===== config.mk =====
export PLATFORM = sky130hd
export DESIGN_NAME = la_seq_adder_ctrl
export DESIGN_NICKNAME = d
export VERILOG_FILES = /design/src/rtl/la_seq_adder_ctrl.sv
export SDC_FILE = /design/constraint.sdc
export NUM_CORES = 1
export LEC_CHECK = 0
export BUFFER_PORTS_ARGS = -buffer_cell sky130_fd_sc_hd__buf_4
export CORE_UTILIZATION = 54
export DETAILED_ROUTE_END_ITERATION = 8
export PLACE_DENSITY = 0.82
export SYNTH_ARGS = -nofsm -noshare
export SYNTH_HDL_FRONTEND = slang
export SYNTH_HIERARCHICAL = 1
export SYNTH_SLANG_ARGS = --single-unit

===== constraint.sdc =====
create_clock -name clk -period 2.7 [get_ports clk]
set_input_delay 0.81 -clock clk [delete_from_list [all_inputs] [get_ports clk]]
set_output_delay 0.81 -clock clk [all_outputs]
set_load 0.02 [all_outputs]

===== src/rtl/la_seq_adder_ctrl.sv =====
// Sequential WIDTH-bit adder: one shared 4-bit CLA slice, one nibble per cycle, LSB first.
// Latency: out_valid rises NIB cycles after the operand accept edge; one op per NIB+2 cycles.
// Backpressure: in_ready only in IDLE; the result is held in DONE until out_ready is seen.
//
// Ports (la_seq_adder_ctrl):
//   clk, rst_n           rising-edge clock, asynchronous active-low reset
//   in_valid / in_ready  operand handshake carrying A, B, Cin
//   out_valid/ out_ready result handshake carrying Sum, Cout, Pout
//   busy                 high while an operation is in flight or awaiting handoff
// Ports (la_adder4): a_i, b_i, cin_i -> sum_o, cout_o, pout_o (group propagate)

module la_adder4 (
   input  logic [3:0] a_i,
   input  logic [3:0] b_i,
   input  logic       cin_i,
   output logic [3:0] sum_o,
   output logic       cout_o,
   output logic       pout_o
);
   logic [3:0] g;
   logic [3:0] p;
   logic [4:0] c;

   assign g = a_i & b_i;
   assign p = a_i ^ b_i;

   // Carry lookahead: every carry is expressed directly in terms of cin_i.
   assign c[0] = cin_i;
   assign c[1] = g[0] | (p[0] & cin_i);
   assign c[2] = g[1] | (p[1] & g[0]) | (p[1] & p[0] & cin_i);
   assign c[3] = g[2] | (p[2] & g[1]) | (p[2] & p[1] & g[0])
               | (p[2] & p[1] & p[0] & cin_i);
   assign c[4] = g[3] | (p[3] & g[2]) | (p[3] & p[2] & g[1])
               | (p[3] & p[2] & p[1] & g[0]) | (p[3] & p[2] & p[1] & p[0] & cin_i);

   assign sum_o  = p ^ c[3:0];
   assign cout_o = c[4];
   assign pout_o = &p;
endmodule

module la_seq_adder_ctrl #(
   parameter int WIDTH = 16
) (
   input  logic             clk,
   input  logic             rst_n,
   input  logic             in_valid,
   output logic             in_ready,
   input  logic [WIDTH-1:0] A,
   input  logic [WIDTH-1:0] B,
   input  logic             Cin,
   output logic             out_valid,
   input  logic             out_ready,
   output logic [WIDTH-1:0] Sum,
   output logic             Cout,
   output logic             Pout,
   output logic             busy
);
   localparam int NIB  = WIDTH / 4;
   // Keep the index at least 1 bit wide so WIDTH=4 still elaborates.
   localparam int IDXW = (NIB > 1) ? $clog2(NIB) : 1;

   localparam logic [IDXW-1:0] IDX_ONE  = IDXW'(1);
   localparam logic [IDXW-1:0] IDX_LAST = IDXW'(NIB - 1);

   localparam logic [1:0] S_IDLE = 2'd0;
   localparam logic [1:0] S_RUN  = 2'd1;
   localparam logic [1:0] S_DONE = 2'd2;

   logic [1:0]       state_q;
   logic [1:0]       state_d;
   logic [WIDTH-1:0] a_q;
   logic [WIDTH-1:0] b_q;
   logic             c_q;      // carry into the current nibble
   logic             p_q;      // running AND of nibble propagates
   logic [IDXW-1:0]  idx_q;
   logic [WIDTH-1:0] sum_q;
   logic             cout_q;
   logic             pout_q;

   logic [3:0]       a_nib;
   logic [3:0]       b_nib;
   logic [3:0]       s_nib;
   logic             co_nib;
   logic             po_nib;
   logic             last_nib;

   // Nibble base is idx*4, formed by appending two zero bits.
   assign a_nib    = a_q[{idx_q, 2'b00} +: 4];
   assign b_nib    = b_q[{idx_q, 2'b00} +: 4];
   assign last_nib = (idx_q == IDX_LAST);

   la_adder4 u_slice (
      .a_i    (a_nib),
      .b_i    (b_nib),
      .cin_i  (c_q),
      .sum_o  (s_nib),
      .cout_o (co_nib),
      .pout_o (po_nib)
   );

   always_comb begin
      state_d = state_q;
      case (state_q)
         S_IDLE:  if (in_valid)  state_d = S_RUN;
         S_RUN:   if (last_nib)  state_d = S_DONE;
         S_DONE:  if (out_ready) state_d = S_IDLE;
         default:                state_d = S_IDLE;
      endcase
   end

   always_ff @(posedge clk or negedge rst_n) begin
      if (!rst_n) begin
         state_q <= S_IDLE;
         a_q     <= '0;
         b_q     <= '0;
         c_q     <= 1'b0;
         p_q     <= 1'b0;
         idx_q   <= '0;
         sum_q   <= '0;
         cout_q  <= 1'b0;
         pout_q  <= 1'b0;
      end else begin
         state_q <= state_d;
         case (state_q)
            S_IDLE: begin
               if (in_valid) begin
                  a_q   <= A;
                  b_q   <= B;
                  c_q   <= Cin;
                  p_q   <= 1'b1;
                  idx_q <= '0;
               end
            end
            S_RUN: begin
               sum_q[{idx_q, 2'b00} +: 4] <= s_nib;
               c_q   <= co_nib;
               p_q   <= p_q & po_nib;
               idx_q <= idx_q + IDX_ONE;
               if (last_nib) begin
                  cout_q <= co_nib;
                  pout_q <= p_q & po_nib;
               end
            end
            default: ;
         endcase
      end
   end

   assign in_ready  = (state_q == S_IDLE);
   assign out_valid = (state_q == S_DONE);
   assign busy      = (state_q == S_RUN) || (state_q == S_DONE);
   assign Sum       = sum_q;
   assign Cout      = cout_q;
   assign Pout      = pout_q;
endmodule


==> results.md, run 1 <==
- The count of nets after finishing is 310.
- The count of port buffers added during placement is 57.
- The reported max-cap violation count is 0.
- The initial utilization of the core area, before any placement, comes to 0.565.
- The startpoint kind of the worst setup timing path is a register.
- The area growth from synthesis to layout is 22.7%.
- The clock insertion delay at the later pin of the skew report is 310 ps.
- Dividing the detail-routed wire length by the instance count gives 15.2 um.
- The global placer's final weighted congestion is 0.845.
- Across all setup checks in the final design, the least slack found is 156 ps.
- For this design, the CTS-stage hold fixing added 0 buffers.
- The post-synthesis register bit count is 56.
- The floorplan step defined a die boundary enclosing 0.00523 mm2.
- The final design instance area without fill is 0.00327 mm2.
- CTS placed an instance of clkbuf_8 at the clock tree root.
- Of all nets on the critical path, the largest fanout is 8.
- The analysis attributes to cell leakage a power of 0.00154 uW.
- The number of placed cells counting well taps is 319.
- The kind of critical path is register to register.
- Of the total synthesized cell area, the portion taken by full adders, half adders and majority gates is 0.0685.
- Entering global routing, the biggest net connects 57 pins.
- The synthesized netlist occupies a cell area of 0.00267 mm2.
- The final worst-path cycle share is 0.942.
- The transition time at the pin with the least slew margin is 682 ps.
- For this run, design rule violations remaining after detail routing come to 0.
- The via count of the first global-routing pass is 1,895.
- Counting distinct cell types in the post-synthesis netlist gives 29.
- At the worst endpoint, the required time is 2900 ps.
- Clock-pin slew was measured on the worst setup and hold paths at 90 ps.
- The height of the chip is 72.3 um.
- Leaving out fill and tap cells, the most frequent cell in the layout is buf_4.
- Yosys attributes the largest share of cell area to dfrtp_1, mux2_1, mux4_2, ha_1, a22o_1.
- The HPWL after detailed placement is 3800 um.
- In the final layout, the share of cells above drive strength 1 is 0.323.
- Of the post-synthesis cell area, the part taken by muxes is 0.215.
- The setup check on the worst reg-to-reg path leaves a slack of 160 ps.
- After detailed routing, the total wire length is 4970 um.
- Before CTS, the worst setup slack after placement is 183 ps.
- The filler-free cell count of the finished design is 327.
- The setup TNS is 0 ps.
- Setup repair after global routing left no endpoint under its margin.
- The average instance area after synthesis is 13.4 um2.
- STA classifies the critical path endpoint as a register.
- The dominant combinational cell family by area after synthesis is multiplexers.
- The number of antenna violations at the first check in global routing is 0.
- Timing would allow up to 393 MHz.
- The top cell type's share of synthesized area is 0.525.
- The maximum clock skew at final layout is 3.81 ps.
- The total setup buffers inserted after CTS is 0.
- Of the total synthesized cell area, the portion taken by AND, OR, NAND and NOR gates is 0.0652.
- The min-delay analysis places its worst path in the category register to register.
- In the synthesized netlist, the number of instances is 199.
- The total iterations of the first detailed-routing run is 4.
- The data arrival at the endpoint of the critical path is 2740 ps.
- Leaving out fill and tap cells, the most frequent cells in the layout are buf_4, dfrtp_1, mux2_1.
- The clock tree synthesis step divided the H-tree into 2 levels.
- Gates resized during post-CTS repair numbered 0.
- Global routing finished with a remaining overflow of 0.
- IR analysis of the VDD net gives a maximum drop of 703 uV.
- Across all layers, the routed design uses 1,780 vias.
- The repair_antennas step left the layout with diodes totalling 0.
- The global-route wire length before repair is 8750 um.
- The clock net sink count is 56.
- The first-iteration detailed-routing DRC count is 104.
- After layout, the minimum clock period comes to 2540 ps.
- The share of the synthesized netlist area taken by xor and xnor gates is 0.00985.
- Using the TritonRoute via totals, the vias-per-cell ratio works out to 5.44.
- The power per standard cell area is 1220 mW/mm2.
- The headroom to the max-slew limit is 0.545.
- Row generation in the floorplan step produced 25 rows.
- For this design the top-level I/O count stands at 58.
- Setup violations remaining at the end of the flow were counted as 0.
- The post-synthesis compound-gate area fraction is 0.0868.
- The number of failing hold endpoints at the final stage is 0.
- The number of buffers added by the clock tree synthesis step is 5.
- The final max-slew violation count was 0.
- The area of the core is 0.00472 mm2.
- The count of nets left with antenna violations once routing finished came out at 0.
- The total placed instance area is 0.00317 mm2.
- The dominant cell type by area after synthesis is dfrtp_1.
- The sequential-to-total area share from yosys stat is 0.525.
- The longest clock path from root to sink contains 2 buffers.
- The width of the die is 72.3 um.
- TritonCTS built the clock tree.
- When the netlist entered floorplanning its net count stood at 250.
- In the global route stage, overall resource usage came out at 0.223.
- The run finished with clean final reports.
- The fraction of the core area covered by cells at the end of the flow is 0.693.
- Yosys printed 6 warnings.
## area by class of cell
| class | instances | area (um2) |
|---|---|---|
| well taps | 67 | 83.8 |
| flip-flops and latches | 56 | 1400 |
| clock inverters | 2 | 10.0 |
| fillers | 340 | 1450 |
| repair buffers | 60 | 463 |
| inverters | 10 | 37.5 |
| multi-input cells | 126 | 1200 |
| clock buffers | 6 | 82.6 |
## metrics by stage
stage	hold slack [ps]	total power, uW
2_1_floorplan	459	2900
3_3_place_gp	464	3440
3_5_place_dp	476	3530
4_1_cts	497	4010
5_1_grt	505	4340
6_report	488	4010
## synth_stat cells
cell	number
o211ai_1	1
clkbuf_1	1
a221o_1	1
buf_2	5
mux2_1	30
nor2_1	1
inv_1	10
xor2_1	1
nand2_1	17
buf_6	1
o21ai_2	1
nand2b_1	3
mux2_2	5
mux4_2	8
nor3b_2	1
dfrtp_1	56
xnor2_1	2
and4_1	4
o21ai_0	9
a22o_1	11
o21bai_1	1
nand3_1	3
nor2b_1	4
a21oi_1	4
a41oi_1	1
a31oi_1	2
ha_1	13
fa_1	1
a21o_1	2
## worst max-delay path, cell delays in order, from the launching register on
cell and delay [ps]:
dfrtp_1 450, buf_4 200, mux4_2 550, ha_1 330
a41oi_1 280, o21ai_2 120, a21o_1 200, a221o_1 310
## final timing paths
| check | end | startpoint | depth (start not counted) |
|---|---|---|---|
| max | c_q | idx_q[0] | 7 |
| min | Sum[4] | Sum[4] | 2 |
| max reg2reg | c_q | idx_q[0] | 7 |
| min reg2reg | Sum[4] | Sum[4] | 2 |
| max in group asynchronous | Sum[2] | rst_n | 1 |
| min in group asynchronous | state_q[0] | rst_n | 1 |
## where the power goes
part           switching (uW)  total [uW]  internal, uW  leakage, uW
Combinational            1130        2120           989     0.000793
Clock                     255         460           205    0.0000510
Sequential                237        1420          1190     0.000699
Total                    1630        4010          2380      0.00154
## flip-flops by register name, summed over array words and instances (netlist names)
name     cells
idx_q        2
a_q         16
state_q      2
Cout         1
Sum         16
Pout         1
b_q         16
p_q          1
c_q          1
## logic make-up (layout without fill, tap and decap cells)
family,Yosys count,in the layout
AO/OA/AOI/OAI,33,33
XOR/XNOR,3,3
adder cells (fa/ha/maj),14,14
buffers and inverters,17,78
flip-flops,56,56
multiplexers,43,43
AND/OR/NAND/NOR,33,33
## per-layer routing
metal,share of wire,vias up,wire (um),track usage
met5,0,-,0,0
met4,0.017,0,87,0.0806
met3,0.042,9,211,0.0528
met2,0.50,48,2490,0.376
met1,0.44,882,2190,0.284
li1,-,841,-,-
Power figures use the tool's default switching activity.
==> inputs of run 2 (changes only) <==
==> constraint.sdc (replaced) <==
create_clock -name clk -period 2.58 [get_ports clk]
set_input_delay 0.774 -clock clk [delete_from_list [all_inputs] [get_ports clk]]
set_output_delay 0.774 -clock clk [all_outputs]
set_load 0.02 [all_outputs]
==> run 2 against run 1 <==
Effect of this change: global-route usage is 1.4 points lower; wire length is 0.82% higher; fmax is 3.6% higher; via count is 0.17% lower; non-clock buffer count is 2 higher; clock power hardly changed; final cell count is 0.31% higher; final area stayed put; critical path depth is 1 higher; total power is 4.9% higher; critical endpoint is now Sum[2]; largest power group unchanged.
==> results.md, run 2 (synthesized netlist as in run 1, its figures left out) <==
- Walking the worst path, the cells encountered are buf_4 -> mux4_2 -> ha_1 -> a21o_1 -> a21oi_1 -> xnor2_1 -> nand2_1 -> o21ai_0.
- The critical path in this run is classified as register to register.
- In this run, the number of DRC markers left after iteration 0 of detailed routing was 81.
- Across the routed clock network, the largest skew measured is 9.42 ps.
- Clock-pin slew was measured on the worst setup and hold paths at 100 ps.
- In this run the worst hold path is classified as input port to async pin.
- Pin placement for this block handled 58 I/O pins.
- The run finished with clean final reports.
- The number of failing hold endpoints at the final stage is 0.
- The routed layout has 1,777 vias.
- The width of the die is 72.3 um.
- Once detail routing completed, the nets flagged for antenna violations numbered 0.
- The startpoint identified for the worst register-to-register timing path is idx_q[0].
- Setup total negative slack on the finished layout was measured at 0 ps.
- In the routed design, unresolved DRC markers number 0.
- Counting I/O delays and the setup requirement, the final critical path takes 2460 ps.
- Dividing the detail-routed wire length by the instance count gives 15.3 um.
- The clock insertion delay at the later pin of the skew report is 310 ps.
- Prior to clock tree synthesis, the placed netlist has a worst setup slack of 83.7 ps.
- For this design the static power due to leakage is 0.00154 uW.
- The area of the core is 0.00472 mm2.
- The slowest stage of the critical path is the mux4_2 cell.
- The critical path runs through a total of 8 cells.
- The timing endpoint of the critical path is Sum[2].
- The clock net sink count is 56.
- Along the worst path, the maximum fanout reaches 5.
- In the finished design, the share of the clock period the worst path needs comes to 0.952.
- The via count of the first global-routing pass came to 1,834.
- Counting both buffers and inverters, the worst setup path holds a total of 1.
- The required time of the worst setup path is 2800 ps.
- The final max-slew violation count is 0.
- The end of the worst register-to-register path is Sum[2].
- The area growth from synthesis to layout is 22.7%.
- The transition time at the pin with the least slew margin is 682 ps.
- IR analysis of the VDD net gives a maximum drop of 634 uV.
- The reported max-cap violation count is 0.
- The root buffer cell chosen for the clock tree is clkbuf_8.
- The first global-routing pass estimated 8380 um of wire.
- In this run the deepest clock path goes through 2 buffers.
- The die covers 0.00523 mm2.
- The family of cells with the greatest summed delay on the critical path is multiplexers.
- Once detailed placement completed, the half-perimeter wirelength came to 3860 um.
- For the worst setup path, the data arrival time is 2680 ps.
- The worst reg-to-reg setup slack is 120 ps.
- The most common cell after layout, fill and taps aside is buf_4.
- STA classifies the critical path endpoint as a register.
- The H-tree depth is 2.
- In the routed layout, each cell is associated on average with a via count of 5.42.
- The total setup buffers inserted after CTS is 0.
- Power spread over the standard cell area amounts to 1280 mW/mm2.
- In this run the vertical extent of the chip is 72.3 um.
- The global placer's final weighted congestion is 0.850.
- The number of failing setup endpoints in the final timing report is 0.
- For this configuration, the core starts out at a cell density of 0.565.
- The first TritonRoute pass finished after 4 iterations.
- The count of nets after finishing is 312.
- In this run the tightest slew margin relative to its limit is 0.545.
- The total global-route track usage is 0.209.
- Entering global routing, the biggest net connects 57 pins.
- For this run, the slowest stage of the critical path takes 550 ps.
- The most critical setup path has its startpoint at idx_q[0].
- The number of antenna violations at the first check in global routing was 0.
- TritonCTS built the clock tree.
- 0 antenna diodes ended up in the layout.
- The count of port buffers added during placement is 57.
- In the final layout, the share of cells above drive strength 1 is 0.333.
- The number of clock buffers added by TritonCTS is 5.
- After global routing the overflow that remains totals 0.
- Across all setup checks in the final design, the least slack found is 124 ps.
- Summed over all layers, the routed wires come to 5010 um.
- The quantity of gates resized following cts is 0.
- Static timing analysis puts the maximum clock frequency at 407 MHz.
- The startpoint kind of the worst setup timing path is a register.
- The floorplan row count is 25.
- The depth of the most critical reg-to-reg path is 8.
- Setup repair after global routing left no endpoint under its margin.
- Leaving out fill and tap cells, the most frequent cells in the layout are buf_4, dfrtp_1, mux2_1.
- The cts-stage hold buffer count is 0.
run 2: worst min path at each step:
stage                        from         end  slack (ps)  cells past startpoint
after global routing       a_q[1]      a_q[1]         520                      1
final                       rst_n  state_q[0]         490                      1
after floorplan           a_q[10]     a_q[10]         460                      1
after global placement       Pout        Pout         460                      2
after detailed placement   Sum[1]      Sum[1]         480                      2
after CTS                  Sum[1]      Sum[1]         500                      2
run 2: cell type report:
cell class / instances / area [um2]
clock buffer: 5 / 68.8
clock inverter: 2 / 12.5
fill: 355 / 1450
inverter: 10 / 37.5
multi-input combinational: 126 / 1200
sequential: 56 / 1400
tap: 67 / 83.8
timing repair buffer: 62 / 465
run 2: power by group:
part	switching, uW	total, uW	internal [uW]
Combinational	1220	2260	1040
Clock	277	462	185
Sequential	235	1480	1240
run 2: per-stage QoR:
step | util | area [um2] | power (uW) | instances | hold slack, ps
3_3_place_gp | 0.673 | 3180 | 3600 | 321 | 464
2_1_floorplan | - | 2670 | 3040 | 199 | 459
3_5_place_dp | 0.673 | 3180 | 3690 | 321 | 477
4_1_cts | 0.690 | 3260 | 4140 | 328 | 497
5_1_grt | 0.693 | 3270 | 4500 | 328 | 522
6_report | 0.693 | 3270 | 4200 | 328 | 488
run 2: routing by layer:
metal	wire [um]	global-route usage	vias up	part of all wire
met4	31	0.0545	0	0.0062
met5	0	0	-	0
met1	2260	0.271	877	0.45
li1	-	-	841	-
met3	223	0.0528	4	0.044
met2	2500	0.355	55	0.50
